--- src/rtl/ram_arbiter_pkg.sv ---
// ---------------------------------------------------------------------------
// mem_arb_pkg
// Shared types and defaults for the data-RAM arbiter.
//   rd_owner_t  : owner of the read whose data returns next cycle
//   DEF_*       : default address/data widths and aux starvation limit
//   cnt_width() : bits needed to hold 0..limit for the starvation counter
// ---------------------------------------------------------------------------
package mem_arb_pkg;

    localparam int DEF_AW           = 32;
    localparam int DEF_DW           = 32;
    localparam int DEF_STARVE_LIMIT = 4;

    typedef enum logic [1:0] {
        R_NONE = 2'd0,
        R_CPU  = 2'd1,
        R_AUX  = 2'd2
    } rd_owner_t;

    // A limit below 1 is meaningless; clamp so the counter is never zero-width.
    function automatic int cnt_width(input int limit);
        if (limit < 1) begin
            return 1;
        end
        return $clog2(limit + 1);
    endfunction

endpackage

--- src/rtl/ram_arbiter_if.sv ---
// ---------------------------------------------------------------------------
// ram_arbiter_if
// One requester's access port onto the shared data RAM.
//   req/we/addr/wdata : request, held stable by the master until gnt=1
//   gnt               : access issued to the RAM this cycle
//   rvalid/rdata      : read data, one cycle after a granted read; rdata=0 otherwise
// Modports: master (the CPU or aux side), slave (the arbiter side).
// ---------------------------------------------------------------------------
interface ram_arbiter_if #(
    parameter int AW = 32,
    parameter int DW = 32
) ();

    logic          req;
    logic          we;
    logic [AW-1:0] addr;
    logic [DW-1:0] wdata;
    logic          gnt;
    logic          rvalid;
    logic [DW-1:0] rdata;

    modport master (
        output req, we, addr, wdata,
        input  gnt, rvalid, rdata
    );

    modport slave (
        input  req, we, addr, wdata,
        output gnt, rvalid, rdata
    );

endinterface

--- src/rtl/ram_arbiter.sv ---
// ---------------------------------------------------------------------------
// ram_arbiter
// Shares the single-port data RAM between the CPU load/store path and one
// auxiliary master (program loader / display reader). The CPU has fixed
// priority; an aux request denied STARVE_LIMIT cycles in a row is forced
// through on the next cycle. Read data (1-cycle RAM latency) is steered back
// to whichever master issued the read.
//
// Ports
//   clk        : clock, all state on rising edge
//   reset      : asynchronous, active-high; all outputs 0 while asserted
//   cpu        : CPU access port (slave side)
//   aux        : aux access port (slave side)
//   cpu_stall  : cpu.req & ~cpu.gnt, CPU holds PC and request
//   mem_addr   : RAM address   (0 when nothing granted)
//   mem_wdata  : RAM write data (0 when nothing granted)
//   mem_we     : RAM write enable
//   mem_rdata  : RAM read data, valid one cycle after a read is issued
//
// Read-return FSM (rd_state_q)
//   state  | meaning
//   R_NONE | no read issued last cycle, both rvalid low
//   R_CPU  | CPU read issued last cycle, mem_rdata belongs to CPU
//   R_AUX  | aux read issued last cycle, mem_rdata belongs to aux
// ---------------------------------------------------------------------------
module ram_arbiter
    import mem_arb_pkg::*;
#(
    parameter int AW           = DEF_AW,
    parameter int DW           = DEF_DW,
    parameter int STARVE_LIMIT = DEF_STARVE_LIMIT
) (
    input  logic           clk,
    input  logic           reset,
    ram_arbiter_if.slave   cpu,
    ram_arbiter_if.slave   aux,
    output logic           cpu_stall,
    output logic [AW-1:0]  mem_addr,
    output logic [DW-1:0]  mem_wdata,
    output logic           mem_we,
    input  logic [DW-1:0]  mem_rdata
);

    localparam int            CW      = cnt_width(STARVE_LIMIT);
    localparam logic [CW-1:0] LIMIT_C = CW'(STARVE_LIMIT);

    logic [CW-1:0] starve_cnt_q, starve_cnt_d;
    rd_owner_t     rd_state_q, rd_state_d;

    logic force_aux;
    logic cpu_gnt;
    logic aux_gnt;
    logic cpu_rvalid;
    logic aux_rvalid;

    // Grants are gated by reset so nothing reaches the RAM while reset is held,
    // even though the request inputs themselves are not reset.
    always_comb begin
        force_aux = aux.req & (starve_cnt_q == LIMIT_C);
        aux_gnt   = ~reset & aux.req & (force_aux | ~cpu.req);
        cpu_gnt   = ~reset & cpu.req & ~aux_gnt;
    end

    assign cpu.gnt   = cpu_gnt;
    assign aux.gnt   = aux_gnt;
    assign cpu_stall = ~reset & cpu.req & ~cpu_gnt;

    always_comb begin
        mem_we    = 1'b0;
        mem_addr  = '0;
        mem_wdata = '0;
        if (cpu_gnt) begin
            mem_we    = cpu.we;
            mem_addr  = cpu.addr;
            mem_wdata = cpu.wdata;
        end else if (aux_gnt) begin
            mem_we    = aux.we;
            mem_addr  = aux.addr;
            mem_wdata = aux.wdata;
        end
    end

    // Counts consecutive denied aux cycles; a dropped request forgets its history.
    always_comb begin
        starve_cnt_d = starve_cnt_q;
        if (aux_gnt || !aux.req) begin
            starve_cnt_d = '0;
        end else if (starve_cnt_q != LIMIT_C) begin
            starve_cnt_d = starve_cnt_q + 1'b1;
        end
    end

    always_comb begin
        rd_state_d = R_NONE;
        if (cpu_gnt && !cpu.we) begin
            rd_state_d = R_CPU;
        end else if (aux_gnt && !aux.we) begin
            rd_state_d = R_AUX;
        end
    end

    always_ff @(posedge clk or posedge reset) begin
        if (reset) begin
            starve_cnt_q <= '0;
            rd_state_q   <= R_NONE;
        end else begin
            starve_cnt_q <= starve_cnt_d;
            rd_state_q   <= rd_state_d;
        end
    end

    assign cpu_rvalid = (rd_state_q == R_CPU);
    assign aux_rvalid = (rd_state_q == R_AUX);

    assign cpu.rvalid = cpu_rvalid;
    assign aux.rvalid = aux_rvalid;
    assign cpu.rdata  = cpu_rvalid ? mem_rdata : '0;
    assign aux.rdata  = aux_rvalid ? mem_rdata : '0;

    a_one_owner : assert property (@(posedge clk) disable iff (reset)
        !(cpu_gnt && aux_gnt));

    a_cnt_bound : assert property (@(posedge clk) disable iff (reset)
        starve_cnt_q <= LIMIT_C);

endmodule

--- src/flat_wrapper.sv ---
// flat-port wrapper written by rule: the top's interface ports become plain ports
module ram_arbiter_flat import mem_arb_pkg::*;
#(
    parameter int AW           = DEF_AW,
    parameter int DW           = DEF_DW,
    parameter int STARVE_LIMIT = DEF_STARVE_LIMIT
)
  (clk, reset, cpu_stall, mem_addr, mem_wdata, mem_we, mem_rdata, cpu_req, cpu_we, cpu_addr, cpu_wdata, cpu_gnt, cpu_rvalid, cpu_rdata, aux_req, aux_we, aux_addr, aux_wdata, aux_gnt, aux_rvalid, aux_rdata);
  ram_arbiter_if #(.AW(AW), .DW(DW)) cpu_i ();
  ram_arbiter_if #(.AW(AW), .DW(DW)) aux_i ();
  input  logic clk;
  input  logic reset;
  output logic cpu_stall;
  output logic [AW-1:0] mem_addr;
  output logic [DW-1:0] mem_wdata;
  output logic mem_we;
  input  logic [DW-1:0] mem_rdata;
  input wire logic [$bits(cpu_i.req)-1:0] cpu_req;
  input wire logic [$bits(cpu_i.we)-1:0] cpu_we;
  input wire logic [$bits(cpu_i.addr)-1:0] cpu_addr;
  input wire logic [$bits(cpu_i.wdata)-1:0] cpu_wdata;
  output wire logic [$bits(cpu_i.gnt)-1:0] cpu_gnt;
  output wire logic [$bits(cpu_i.rvalid)-1:0] cpu_rvalid;
  output wire logic [$bits(cpu_i.rdata)-1:0] cpu_rdata;
  input wire logic [$bits(aux_i.req)-1:0] aux_req;
  input wire logic [$bits(aux_i.we)-1:0] aux_we;
  input wire logic [$bits(aux_i.addr)-1:0] aux_addr;
  input wire logic [$bits(aux_i.wdata)-1:0] aux_wdata;
  output wire logic [$bits(aux_i.gnt)-1:0] aux_gnt;
  output wire logic [$bits(aux_i.rvalid)-1:0] aux_rvalid;
  output wire logic [$bits(aux_i.rdata)-1:0] aux_rdata;
  assign cpu_i.req = cpu_req;
  assign cpu_i.we = cpu_we;
  assign cpu_i.addr = cpu_addr;
  assign cpu_i.wdata = cpu_wdata;
  assign cpu_gnt = cpu_i.gnt;
  assign cpu_rvalid = cpu_i.rvalid;
  assign cpu_rdata = cpu_i.rdata;
  assign aux_i.req = aux_req;
  assign aux_i.we = aux_we;
  assign aux_i.addr = aux_addr;
  assign aux_i.wdata = aux_wdata;
  assign aux_gnt = aux_i.gnt;
  assign aux_rvalid = aux_i.rvalid;
  assign aux_rdata = aux_i.rdata;
  ram_arbiter #(.AW(AW), .DW(DW), .STARVE_LIMIT(STARVE_LIMIT)) u_core (.clk(clk), .reset(reset), .cpu(cpu_i), .aux(aux_i), .cpu_stall(cpu_stall), .mem_addr(mem_addr), .mem_wdata(mem_wdata), .mem_we(mem_we), .mem_rdata(mem_rdata));
endmodule
--- config.mk ---
export PLATFORM = sky130hd
export DESIGN_NAME = ram_arbiter_flat
export DESIGN_NICKNAME = d
export VERILOG_FILES = /design/src/rtl/ram_arbiter_pkg.sv /design/src/rtl/ram_arbiter_if.sv /design/src/rtl/ram_arbiter.sv /design/src/flat_wrapper.sv
export SDC_FILE = /design/constraint.sdc
export NUM_CORES = 1
export LEC_CHECK = 0
export CAP_MARGIN = 40
export CORE_AREA = 2 2 118 120
export DETAILED_ROUTE_END_ITERATION = 10
export DIE_AREA = 0 0 120 122
export GPL_TIMING_DRIVEN = 0
export SETUP_SLACK_MARGIN = 0.15
export SLEW_MARGIN = 25
export SYNTH_ARGS = -nofsm -noshare
export SYNTH_HDL_FRONTEND = slang
export SYNTH_SLANG_ARGS = --single-unit
--- constraint.sdc ---
create_clock -name clk -period 2.4 [get_ports clk]
set_clock_uncertainty 0.15 [all_clocks]
set_input_delay 0.36 -clock clk [delete_from_list [all_inputs] [get_ports clk]]
set_output_delay 0.36 -clock clk [all_outputs]
set_load 0.02 [all_outputs]
# Word-level counts from Yosys, hierarchy flattened
# Index checks and enable logic that the tools add are counted.
# totals
ff_bits	5
out_inout_bits	134
word_cells	37
# op_classes
addsub	1
eq_ne	4
muxes	12
bitwise_logic	11
reduce_logical	7
# op_table
operator	n
$mux W32	6
$and A1 B1 Y1	6
$mux W3	2
$mux W2	2
$not A1 Y1	4
$add A3 B1 Y3 const B	1
$eq A3 B3 Y1 const B	1
$logic_not A1 Y1	3
$ne A3 B3 Y1 const B	1
$eq A2 B1 Y1 const B	1
$eq A2 B2 Y1 const B	1
$logic_and A1 B1 Y1	2
$mux W1	2
$reduce_bool A2 Y1	1
$logic_or A1 B1 Y1	1
$or A1 B1 Y1	1

# Longest topological paths before layout
# logic_depth
depth_word	8
depth_mapped	7
mapped_depth_nobuf	5

# Least setup slack after synthesis
# Ideal clock, no wire load.
# synth_timing
path_kind	register -> output
start	register u_core.starve_cnt_q[0]
end	output mem_addr[24]
arrival_ns	1.564
t_required_ns	1.890
path_slack_ns	0.326
path_stages_with_launch	8
n_path_buf	2
path_cell_list	dfrtp_1 inv_1 ha_1 nand2_2 a21oi_2 buf_2 buf_4 a22o_1
# synth_between
elab_chain_cells	7
word_cells_on_any_way	8
# synth_rtl
item	line	source
from (decl)	ram_arbiter.sv:47	logic [CW-1:0] starve_cnt_q, starve_cnt_d;
from (signal assigned)	ram_arbiter.sv:107	starve_cnt_q <= starve_cnt_d;
$eq A3 B3 Y1 *	ram_arbiter.sv:59	force_aux = aux.req & (starve_cnt_q == LIMIT_C);
$and A1 B1 Y1 *	ram_arbiter.sv:59	
$or A1 B1 Y1 *	ram_arbiter.sv:60	aux_gnt = ~reset & aux.req & (force_aux | ~cpu.req);
$and A1 B1 Y1 *	ram_arbiter.sv:60	
$not A1 Y1	ram_arbiter.sv:61	cpu_gnt = ~reset & cpu.req & ~aux_gnt;
$and A1 B1 Y1	ram_arbiter.sv:61	
$mux W32 *	ram_arbiter.sv:72	if (cpu_gnt) begin
to (decl)	flat_wrapper.sv:14	output logic [AW-1:0] mem_addr;
# Every way passes the cells marked *; elsewhere a longest branch is shown, timed or not.

# Worst setup path after layout
# layout_timing
start	register u_core.starve_cnt_q[0]
end	output mem_wdata[12]
# layout_between
elab_chain_cells	7
word_cells_on_any_way	8
# layout_rtl
item	line	source
$eq A3 B3 Y1 *	ram_arbiter.sv:59	
$and A1 B1 Y1 *	ram_arbiter.sv:59	
$or A1 B1 Y1 *	ram_arbiter.sv:60	
$and A1 B1 Y1 *	ram_arbiter.sv:60	
$not A1 Y1	ram_arbiter.sv:61	
$and A1 B1 Y1	ram_arbiter.sv:61	
$mux W32 *	ram_arbiter.sv:72	
to (decl)	flat_wrapper.sv:15	output logic [DW-1:0] mem_wdata;
# Marks and branches as above.

==> reports/qor.txt <==
Fmax: 429.9 MHz
Root Buffer: clkbuf_16
Worst Hold Class: in -> reg
Largest area contributor in the netlist: a22o_1
Crit Path Category: reg -> out
Syn avg cell area: 7.610 sq um
Crit-path slowest cell: dfrtp_1
First-pass GRT wire length: 14.71 mm
Fin crit share: 96.92%
Simple-gate share of the synthesized area: 34.51%
Initial Util: 10.26%
Largest stage delay on the critical path: 0.39 ns
Antenna diode count: 0
Drc violations: 0
Clock Power Share: 22.2%
DR vias: 2740
R2R cell count: 7
Nets: 673
I/O Buffers: 298
Antenna violations before repair: 0
Largest net degree at the start of global routing: 11
Core area: 13500 sq um
GRT Total Usage: 13.02%
Max-cap viol count: 0
Post-route ant nets: 0
CP arrival: 1.82 ns
Worst reg2reg path startpoint: u_core.starve_cnt_q[0]
Worst slew pin tran: 0.3106 ns
Hold EP: u_core.starve_cnt_q[1]
Rel. slew slack: 79.29%
Async set-reset flop share out of synthesis: 100.0%
Synth Area in Adders: 1.807%
Clk slew on worst S/H paths: 0.03 ns
Mapped Nets: 350
Post-synthesis mux area share: 0%
Post-synthesis xor/xnor area fraction: 0%
CTS Buffer Depth: 2
Initial detailed-routing violation count: 38
Run status: finished clean
Synth Flop Type: dfrtp_1
Multi-input gate area: 1195 sq um
Register area share after synthesis: 9.033%
Gr ovfl total: 0
Largest family of logic cells by synthesized area: compound AO/OA/AOI/OAI gates
Slew Limit Fails: 0
Critical-path maximum fanout: 6
Synth Area in Compound Gates: 44.99%
Post-Syn Instances: 182
Yosys cell types: 23
Post-synth EDFFs: 0
CP dominant cell by count: buf_12
Core Rows: 43
Clock sink count: 5
Filler cells: 1404
RSZ-0062 raised after global routing: true
CP top delay family: buffers and inverters
Die footprint: 14640 sq um
Final setup viols: 0
Crit-path cells: inv_2 -> ha_4 -> nand2_4 -> a21oi_4 -> buf_12 -> buf_12 -> buf_8 -> a22o_1 -> buf_6
Final hold slack: 0.3545 ns
H-tree levels: 1
Vias per cell: 4.006
Reg-to-Reg End: u_core.rd_state_q[1]
Static leakage: 2.476 nW
Switching part of the total power: 32.14%
Synthesized flop and latch total: 5
WL/cell: 15.83 um
CTS tree: done
Synth top area cells: a22o_1 (41%), and2_1 (29%), dfrtp_1 (9.0%), buf_4 (3.8%), buf_2 (2.9%)
Worst hold path depth: 3
Fin crit period: 2.326 ns
Worst EP required: 1.89 ns
WL final: 10.83 mm
Vias in the first global route: 2703
HP Start: reset
Power density over the cells: 240.7 nW/um^2
Crit path launch type: flop
P_sw: 392.3 uW
Seq. cell area: 125.1 sq um
Area Overhead vs Synth: 266.0%
Total CTS buffers: 3
CP bufs+invs: 5
Peak supply drop: 0.1303 mV
Chip height: 122 um
Drt first pass iters: 4
Share of cells above drive strength 1: 24.21%
Synth Warn #: 0
Pint: 828.3 uW
Hold Violations, Final: 0
Post-synthesis instance area: 1385 sq um
Chip Width: 120 um
Total power: 1.221 mW
CP endpoint kind: output pin
Gpl congestion: 0.7714
Worst R2R Setup Slack: 0.78 ns
Area fraction of the dominant cell type after synthesis: 41.10%
Logic gate share of total power: 70.0%
Clock Latency Late Sink: 0.23 ns
Dpl hpwl: 9.260 mm
Sequential Power Share: 7.8%
Ports: 300
cell usage in the layout (no fill, tap or decap), drive strengths merged, types with 2 or more instances in the layout:
cell | netlist | final
ha | 2 | 2
dlymetal6s2s | 0 | 4
clkbuf | 6 | 13
nand3 | 2 | 2
a22o | 65 | 65
clkdlybuf4s15 | 0 | 6
dfrtp | 5 | 5
a21oi | 2 | 2
nor2b | 4 | 4
buf | 15 | 99
clkdlybuf4s50 | 0 | 165
inv | 5 | 5
nand4 | 2 | 2
and2 | 64 | 64
dlygate4sd2 | 0 | 55
nor3 | 2 | 2
per-stage QoR:
stage	cells	TNS, ns	setup slack [ns]	util [%]	cell area (sq um)
finish	684	0	0.07384	37.54	5070
CTS	676	0	0.003723	34.52	4662
floorplan	182	0	0.3255	-	1385
detailed placement	660	-50.44	-0.8464	34.01	4593
global placement	660	-49.26	-0.8306	34.01	4593
global route	684	-0.04387	-0.01282	37.54	5070
synthesized netlist by cell type (2+ instances only):
cell type and count:
clkbuf_1 6, nand4_1 2, inv_1 4, dfrtp_1 5, buf_4 7, nand3_1 2
a22o_1 65, and2_1 64, nor2b_1 4, buf_2 8, ha_1 2, nor3_1 2
cell type report:
class / instances / area share, %
Buffer: 21 / 4.541
Clock buffer: 4 / 1.555
Inverter: 5 / 0.3702
Multi-Input combinational cell: 151 / 23.57
Sequential cell: 5 / 2.468
Tap cell: 180 / 4.442
Timing Repair Buffer: 318 / 63.06
power by group through the flow:
stage	combinational [mW]	sequential (mW)	clock, mW
after floorplan	0.270	0.0939	0
after global placement	0.765	0.0947	0
after detailed placement	0.773	0.0953	0
after CTS	0.777	0.0945	0.273
after global routing	0.902	0.0958	0.282
final	0.855	0.0951	0.270
worst min-delay path, stage by stage:
cell	delay (ns)
buf_2	0.16
nand3_1	0.08
a31oi_1	0.08
flip-flops by register name, summed over array words and instances (netlist names):
register             count
u_core.starve_cnt_q      3
u_core.rd_state_q        2
how the worst max path moves through the flow:
stage | cells after the start | from | slack (ns) | to
floorplan | 7 | u_core.starve_cnt_q[0] | 0.33 | mem_addr[24]
global placement | 7 | cpu_req | -0.83 | mem_wdata[12]
detailed placement | 7 | cpu_req | -0.85 | mem_wdata[15]
CTS | 8 | u_core.starve_cnt_q[0] | 0.004 | mem_wdata[12]
global route | 9 | u_core.starve_cnt_q[0] | -0.01 | mem_addr[27]
finish | 9 | u_core.starve_cnt_q[0] | 0.07 | mem_wdata[12]
routing by layer:
layer,up-vias,routed length (um),track usage [%]
li1,1327,-,-
met4,0,109,2.794
met5,-,0,0
met1,1220,3717,13.98
met3,8,1503,5.478
met2,185,5501,23.79
kinds of logic (layout without fill, tap and decap cells):
kind of cell,after synthesis,in the layout
adder cells (fa/ha/maj),2,2
AND/OR/NAND/NOR,77,77
flip-flops,5,5
buffers and inverters,26,348
AO/OA/AOI/OAI,72,72
what timing repair did:
| action | in CTS | in global routing |
|---|---|---|
| gates cloned | 2 | 3 |
| buffers inserted | 9 | 5 |
| pin swaps | 3 | 33 |
| hold buffers | 1 | 0 |
| gates resized for setup | 427 | 113 |
| hold endpoints to repair | 5 | 0 |
| endpoints found under the setup margin | 134 | 78 |
(Power assumes the default switching activity.)
